==> src/rtl/vga_timing_gen.sv <==
// vga_timing_gen: VGA sync/blanking generator with a small built-in test
// pattern source (black, colour bars, checkerboard, solid colour).
//
// Ports
//   vgaclk        pixel clock, the only clock
//   resetn        synchronous active-low reset
//   enable        run the raster when high; low parks it at (0,0), outputs idle
//   mode          pattern: 0 black, 1 colour bars, 2 checkerboard, 3 solid
//   solid_rgb     {r,g,b} used in mode 3
//   hsync, vsync  sync pulses, active level HS_POL / VS_POL
//   hden, vden    horizontal / vertical active region, de = hden & vden
//   x, y          coordinate of the pixel on the outputs (0 outside active)
//   r, g, b       pixel colour, 0 outside active area and during startup blanking
//   frame_start   one-clock pulse aligned with pixel (0,0)
//   startup_done  sticky, high once BLANK_FRAMES frames have completed
//
// All outputs are registered from the current counter values, so every
// output carries exactly one clock of latency and they stay mutually aligned.
module vga_timing_gen #(
  parameter int unsigned H_ACTIVE     = 640,
  parameter int unsigned H_FP         = 16,
  parameter int unsigned H_SYNC       = 96,
  parameter int unsigned H_BP         = 48,
  parameter int unsigned V_ACTIVE     = 480,
  parameter int unsigned V_FP         = 10,
  parameter int unsigned V_SYNC       = 2,
  parameter int unsigned V_BP         = 33,
  parameter bit          HS_POL       = 1'b0,
  parameter bit          VS_POL       = 1'b0,
  parameter int unsigned BLANK_FRAMES = 10,
  parameter int unsigned CW           = 10,
  parameter int unsigned COLOR_W      = 4,
  parameter int unsigned CHK_LOG2     = 5
) (
  input  logic                   vgaclk,
  input  logic                   resetn,
  input  logic                   enable,
  input  logic [1:0]             mode,
  input  logic [3*COLOR_W-1:0]   solid_rgb,
  output logic                   hsync,
  output logic                   vsync,
  output logic                   hden,
  output logic                   vden,
  output logic                   de,
  output logic [CW-1:0]          x,
  output logic [CW-1:0]          y,
  output logic [COLOR_W-1:0]     r,
  output logic [COLOR_W-1:0]     g,
  output logic [COLOR_W-1:0]     b,
  output logic                   frame_start,
  output logic                   startup_done
);

  localparam int unsigned H_TOT  = H_ACTIVE + H_FP + H_SYNC + H_BP;
  localparam int unsigned V_TOT  = V_ACTIVE + V_FP + V_SYNC + V_BP;
  localparam int unsigned HS_BEG = H_ACTIVE + H_FP;
  localparam int unsigned HS_END = H_ACTIVE + H_FP + H_SYNC;
  localparam int unsigned VS_BEG = V_ACTIVE + V_FP;
  localparam int unsigned VS_END = V_ACTIVE + V_FP + V_SYNC;
  localparam int unsigned RGB_W  = 3 * COLOR_W;
  localparam int unsigned BAR_W  = (H_ACTIVE / 8 > 0) ? H_ACTIVE / 8 : 1;
  // Frame counter only needs to reach BLANK_FRAMES; keep at least one bit.
  localparam int unsigned FW     = (BLANK_FRAMES > 0) ? $clog2(BLANK_FRAMES + 1) : 1;

  logic [CW-1:0]    hcnt;
  logic [CW-1:0]    vcnt;
  logic [FW-1:0]    frame_cnt;
  logic [1:0]       mode_q;
  logic [RGB_W-1:0] solid_q;

  logic             h_last_c;
  logic             v_last_c;
  logic             origin_c;
  logic             blank_done_c;
  logic             hden_c;
  logic             vden_c;
  logic             de_c;
  logic             hs_act_c;
  logic             vs_act_c;
  logic [1:0]       mode_c;
  logic [RGB_W-1:0] solid_c;
  logic [CW-1:0]    bar_c;
  logic [2:0]       bar_idx_c;
  logic [RGB_W-1:0] pix_c;

  // Region decode and pattern generation from the current counter values.
  always_comb begin
    h_last_c     = (hcnt == CW'(H_TOT - 1));
    v_last_c     = (vcnt == CW'(V_TOT - 1));
    origin_c     = (hcnt == '0) && (vcnt == '0);
    // Counter saturates at BLANK_FRAMES, so equality means "blanking over".
    blank_done_c = (frame_cnt == FW'(BLANK_FRAMES));
    hden_c       = (hcnt < CW'(H_ACTIVE));
    vden_c       = (vcnt < CW'(V_ACTIVE));
    de_c         = hden_c && vden_c;
    hs_act_c     = (hcnt >= CW'(HS_BEG)) && (hcnt < CW'(HS_END));
    vs_act_c     = (vcnt >= CW'(VS_BEG)) && (vcnt < CW'(VS_END));

    // Pixel (0,0) already uses the values being latched for the new frame.
    mode_c       = origin_c ? mode : mode_q;
    solid_c      = origin_c ? solid_rgb : solid_q;

    // Remainder pixels past 8 full bars fold into the last (black) bar.
    bar_c        = hcnt / CW'(BAR_W);
    bar_idx_c    = (bar_c > CW'(7)) ? 3'd7 : bar_c[2:0];

    pix_c = '0;
    unique case (mode_c)
      // Bar order white..black: r = ~idx[1], g = ~idx[2], b = ~idx[0].
      2'd1:    pix_c = {{COLOR_W{~bar_idx_c[1]}}, {COLOR_W{~bar_idx_c[2]}},
                        {COLOR_W{~bar_idx_c[0]}}};
      2'd2:    pix_c = (hcnt[CHK_LOG2] ^ vcnt[CHK_LOG2]) ? '0 : '1;
      2'd3:    pix_c = solid_c;
      default: pix_c = '0;
    endcase
    if (!de_c || !blank_done_c) begin
      pix_c = '0;
    end
  end

  // Raster counters, per-frame pattern latch and startup frame counter.
  always_ff @(posedge vgaclk) begin
    if (!resetn) begin
      hcnt      <= '0;
      vcnt      <= '0;
      frame_cnt <= '0;
      mode_q    <= '0;
      solid_q   <= '0;
    end else if (!enable) begin
      hcnt <= '0;
      vcnt <= '0;
    end else begin
      if (origin_c) begin
        mode_q  <= mode;
        solid_q <= solid_rgb;
      end
      if (h_last_c) begin
        hcnt <= '0;
        vcnt <= v_last_c ? '0 : vcnt + CW'(1);
        if (v_last_c && !blank_done_c) begin
          frame_cnt <= frame_cnt + FW'(1);
        end
      end else begin
        hcnt <= hcnt + CW'(1);
      end
    end
  end

  // Output registers, one clock behind the counters.
  always_ff @(posedge vgaclk) begin
    if (!resetn) begin
      hsync        <= ~HS_POL;
      vsync        <= ~VS_POL;
      hden         <= 1'b0;
      vden         <= 1'b0;
      de           <= 1'b0;
      x            <= '0;
      y            <= '0;
      {r, g, b}    <= '0;
      frame_start  <= 1'b0;
      startup_done <= (BLANK_FRAMES == 0);
    end else if (!enable) begin
      hsync        <= ~HS_POL;
      vsync        <= ~VS_POL;
      hden         <= 1'b0;
      vden         <= 1'b0;
      de           <= 1'b0;
      x            <= '0;
      y            <= '0;
      {r, g, b}    <= '0;
      frame_start  <= 1'b0;
      startup_done <= blank_done_c;
    end else begin
      hsync        <= hs_act_c ? HS_POL : ~HS_POL;
      vsync        <= vs_act_c ? VS_POL : ~VS_POL;
      hden         <= hden_c;
      vden         <= vden_c;
      de           <= de_c;
      x            <= de_c ? hcnt : '0;
      y            <= de_c ? vcnt : '0;
      {r, g, b}    <= pix_c;
      frame_start  <= origin_c;
      startup_done <= blank_done_c;
    end
  end

endmodule

==> config.mk <==
export PLATFORM = sky130hd
export DESIGN_NAME = vga_timing_gen
export DESIGN_NICKNAME = d
export VERILOG_FILES = /design/src/rtl/vga_timing_gen.sv
export SDC_FILE = /design/constraint.sdc
export NUM_CORES = 1
export LEC_CHECK = 0
export CORE_MARGIN = 1.5
export CORE_UTILIZATION = 50
export DETAILED_ROUTE_END_ITERATION = 12
export GPL_TIMING_DRIVEN = 1
export PLACE_DENSITY = 0.76
export SYNTH_ARGS = -nofsm -noshare
export SYNTH_HDL_FRONTEND = slang
export SYNTH_SLANG_ARGS = --single-unit
==> constraint.sdc <==
create_clock -name vgaclk -period 2.2 [get_ports vgaclk]
set_clock_uncertainty 0.05 [all_clocks]
set_input_delay 0.44 -clock vgaclk [delete_from_list [all_inputs] [get_ports vgaclk]]
set_output_delay 0.44 -clock vgaclk [all_outputs]
set_load 0.02 [all_outputs]
Word level (Yosys, flattened, before mapping). Index checks and enable logic that the tools add are counted.

$add $sub $neg: 3. Div/mod/pow operators: 1. Magnitude comparators: 7. Equality and inequality tests: 6. Mux-type cells: 8. Bitwise logic cells: 6. Reductions and logical operators: 15.

Operators by type and width (number): one-hot mux 12 bit (3 select lines) (1); 2-to-1 mux 12 bit (2); adder 10 x 1 -> 10 bit, second input constant (2); == test 10 bit, second input constant (2); logical NOT 10 bit (2); less-than comparator 10 bit, second input constant (2); less-than comparator 10 x 9 -> 1 bit, second input constant (2); divider 10 x 7 -> 10 bit, second input constant (1); greater-or-equal comparator 10 bit, second input constant (1); greater-or-equal comparator 10 x 9 -> 1 bit, second input constant (1); > comparator 10 x 3 -> 1 bit, second input constant (1); 2-to-1 mux 10 bit (1); AND reduction 3 bit (2); OR reduction 3 bit (2); logical AND 1 bit (5); NOT 1 bit (5); adder 4 x 1 -> 4 bit, second input constant (1); == test 2 bit, second input constant (2); == test 4 bit, second input constant (1); 2-to-1 mux 3 bit (1); == test 2 x 1 -> 1 bit, second input constant (1); logical NOT 1 bit (2); 2-to-1 mux 1 bit (2); 2-to-1 mux 2 bit (1); 3 further kinds (3).

Flip-flop bits (word level): 77. Input port bits: 17. Output and inout port bits: 39. Logic and storage cells: 63.

Depth between registers and ports, before layout.
Word-level depth: 5. Mapped depth: 10.

Worst setup path after synthesis. Ideal clock, no wire load.

Path kind: reg2reg. From: reg hcnt[0]. To: reg frame_cnt[3]. Arrival: 1822 ps. Data required time: 2035 ps. Setup slack: 213 ps. Cell stages (with the launch flop): 7. Buffers on the path: 0. Period minus slack after synthesis: 1987 ps. Cell sequence: dfxtp_1 -> ha_1 -> nand4_1 -> or3_4 -> nor4_1 -> xor2_1 -> and2_1.

Cells in the longest elaborated chain, start to end: 2.

Ends and longest elaborated chain: start, declared (line 65) `logic [CW-1:0] hcnt;`; start signal, assigned (line 144) `hcnt <= hcnt + CW'(1);`; == test 10 bit (line 88) `h_last_c = (hcnt == CW'(H_TOT - 1));`; AND reduction 3 bit (no line); end signal, assigned (line 141) `frame_cnt <= frame_cnt + FW'(1);`; end, declared (line 67) `logic [FW-1:0] frame_cnt;`.

No other way between the ends. A chain may end at the register's enable or synchronous reset.

Final worst setup path.
From: reg vcnt[1]. To: reg g[1].

Cells in the longest elaborated chain, start to end: 5. Elaborated cells on any way between the ends: 13.

Ends and longest elaborated chain: start, declared (line 66) `logic [CW-1:0] vcnt;`; start signal, assigned (line 139) `vcnt <= v_last_c ? '0 : vcnt + CW'(1);`; less-than comparator 10 x 9 -> 1 bit or logical NOT 10 bit (tied branches) (line 94, 90); logical AND 1 bit (on tied branches) (line 95, 90); logical NOT 1 bit or 2-to-1 mux 2 bit (tied branches); logical OR 1 bit (tied with other cells) (line 116) `if (!de_c || !blank_done_c) begin`; OR reduction 3 bit (no line) or one-hot mux 12 bit (3 select lines) (tied branches); end signal, assigned (line 181) `{r, g, b} <= pix_c;`; end, declared (line 48) `output logic [COLOR_W-1:0] g,`.

Parallel ways exist; a longest one is shown, timed or not.

==> impl_metrics.ini <==
[outcome]
status = completed

[clock_tree]
cts_tree = built
root_buffer = clkbuf_8
clk_pin_slew_ns = 0.08
clock_latency_ns = 0.34
post-cts-setup-buffer-count = 0
h-tree-depth = 3
numClockSinks = 77
cts-buffers-inserted = 9
clock_path_buffers = 2

[pwr]
p_clk_share_pct = 40.1
seqPwrFrac_pct = 52.4
p_switching_mw = 0.6353
p_int_mw = 2.097
irDropWorstVdd_mv = 0.4329
powerDensity_nw_per_um2 = 633.3
power_frac_comb_pct = 7.5
switching_share_pct = 23.25
p_leak_nw = 1.673
power_mw = 2.732

[final_layout]
final_cell_mix = dfxtp_1 (75), clkdlybuf4s50_1 (55), nand2_1 (42)
multiInputGateArea_um2 = 1657
area_growth_pct = 29.24
mostFrequentLayoutCell = dfxtp_1
drive_above_1_share_pct = 12.53
fin_util_pct = 67.55
n_fill_cell = 521
nets = 473
diodes = 0
register_area_um2 = 1544

[timing]
finalCritPeriodShare_pct = 93.17
rsz0062_at_grt = no
finalMaxSlewViolations = 0
timing.fmax_mhz = 487.8
final.setup.worst_slack_ns = 0.1502
finalSetupViolations = 0
setup_tns_ns = 0
fin_crit_ns = 2.050
hold_viol = 0

[synth]
synth_fa_ha_area_share_pct = 2.249
yosys-top-cells-area = dfxtp_1 (46%), nand2_1 (4.7%), and2_1 (3.9%), nand3_1 (3.7%), a31oi_1 (3.4%)
syn_nets = 405
synth-xor-area-share_pct = 4.723
yosys.cell_types.count = 48
async_flop_share_pct = 0
synth-compound-area-share_pct = 14.62
synth_largest_area_cell = dfxtp_1
synthCells = 382
synth_ff_type = dfxtp_1
synth_area_um2 = 3338
synth_top_family_by_area = simple AND/OR/NAND/NOR gates
synth_mux_area_share_pct = 0.2999
synth-seq-cells = 77
synth_top_area_share_pct = 46.18
ys.warnings.count = 0
seq_area_frac_synth_pct = 46.18
synthSimpleGateAreaFrac_pct = 27.40
synth_edf_count = 0
avgSynthCellArea_um2 = 8.739

[floorplanning]
std_cell_rows = 29
coreArea_um2 = 6386
die_area_um2 = 7176
fp.dieW_um = 84.71
io_pins = 56
die_h_um = 84.71
start_util_pct = 52.27

[placement]
post-dp-hpwl_um = 5429
portBuffers = 55
gp_congestion = 0.8663
place_ws_ns = 0.02435

[hold_path]
hp-class = flop to flop

[critical_path]
critPathMaxFanout = 9
cp_cell_sequence = inv_1 > ha_1 > nor2b_1 > and3_1 > and3_2 > a2bb2o_1 > a31oi_1
cp.required_ns = 2.41
critPathSlowestCell = and3_1
start_kind = flop
critPathCaptureType = flop
slowest_delay_ns = 0.38
r2r_cells = 7
worstReg2RegEnd = g[1]
reg2reg_from = vcnt[1]
crit_path_end = g[1]
crit_type = flop to flop
arrival_ns = 2.26
r2r_slack_ns = 0.15
setup.worst_path.start = vcnt[1]

[global_route]
grt_overflow = 0
grt_max_degree = 22
grt_use_total_pct = 22.12
grt_pass1_vias = 2744
antenna_found_initial = 0
grt_pass1_wl_um = 12720

[detailed_routing]
drc = 0
ant_nets = 0
wl_per_cell_um = 13.99
drt-total-wl_um = 7443
drt_iter0_drc = 174
routed-via-count = 2905
viasPerCell = 5.461
first_pass_iters = 4

[run]
drv_cap = 0
-- cell families (layout without fill, tap and decap cells) --
group           after synthesis  count (layout)
simple gates                170             170
flops                        77              77
compound gates               73              73
buf+inv                      36             109
xor+xnor                     18              18
fa+ha+maj                     6               6
other cells                   1               1
mux                           1               1
-- Yosys cell counts (6+ instances only) --
cell type / instances
a21boi_1: 10
a21oi_1: 12
a2bb2o_1: 8
a31oi_1: 18
and2_1: 21
and3_1: 7
buf_2: 10
clkbuf_1: 14
dfxtp_1: 77
ha_1: 6
inv_1: 11
nand2_1: 42
nand3_1: 25
nand4_1: 9
nor2_1: 27
nor3_1: 6
o21ai_0: 13
xnor2_1: 7
xor2_1: 11
-- power by group through the flow --
stage | Clock, mW | Combinational (mW) | Sequential [mW]
finish | 1.10 | 0.205 | 1.43
global route | 1.18 | 0.228 | 1.43
CTS | 1.12 | 0.204 | 1.43
detailed placement | 0 | 0.203 | 1.46
global placement | 0 | 0.199 | 1.46
floorplan | 0 | 0.111 | 1.46
-- worst max-delay path: cells and delay by family (launching register included) --
kind / cells / cell delay [ns]
flip-flops: 1 / 0.31
buffers and inverters: 1 / 0.07
AO/OA/AOI/OAI: 2 / 0.49
AND/OR/NAND/NOR: 3 / 0.92
adder cells (fa/ha/maj): 1 / 0.13
-- timing repair --
action	CTS	global route
resized for setup	0	5
hold buffers	0	0
endpoints found under the setup margin	0	12
-- metrics by stage --
| stage | hold slack, ns | cells | area (um^2) |
|---|---|---|---|
| final | 0.4046 | 532 | 4314 |
| after CTS | 0.4090 | 532 | 4304 |
| after floorplan | 0.3772 | 382 | 3338 |
| after detailed placement | 0.3985 | 516 | 4094 |
| after global placement | 0.3881 | 516 | 4094 |
| after global routing | 0.4358 | 532 | 4314 |
-- worst min path at each step --
| stage | end | depth (start not counted) | from | slack, ns |
|---|---|---|---|---|
| 3_5_place_dp | solid_q[11] | 2 | solid_q[11] | 0.40 |
| 2_1_floorplan | solid_q[10] | 2 | solid_q[10] | 0.38 |
| 3_3_place_gp | solid_q[11] | 2 | solid_q[11] | 0.39 |
| 5_1_grt | solid_q[10] | 2 | solid_q[10] | 0.44 |
| 4_1_cts | solid_q[11] | 2 | solid_q[11] | 0.41 |
| 6_report | solid_q[11] | 2 | solid_q[11] | 0.40 |
-- flip-flops by register name, summed over array words and instances, names as in the netlist, 10 cells and up --
register / count
solid_q: 12
x: 10
y: 10
vcnt: 10
hcnt: 10
-- layout make-up --
class | instances | share of cell area (%)
timing repair buffer | 82 | 17.75
sequential | 77 | 35.79
multi-input combinational | 269 | 38.40
inverter | 11 | 0.9571
clock inverter | 5 | 1.363
clock buffer | 11 | 3.509
tap | 77 | 2.233
-- per-layer routing --
metal  track usage, %  vias to the layer above  wire length [um]
met4            8.504                        0                46
li1                 -                     1464                 -
met3            4.228                        5               423
met5                0                        -                 0
met1            29.85                     1353              3415
met2            35.14                       83              3557
No activity file was read; power rests on OpenSTA's default activity.
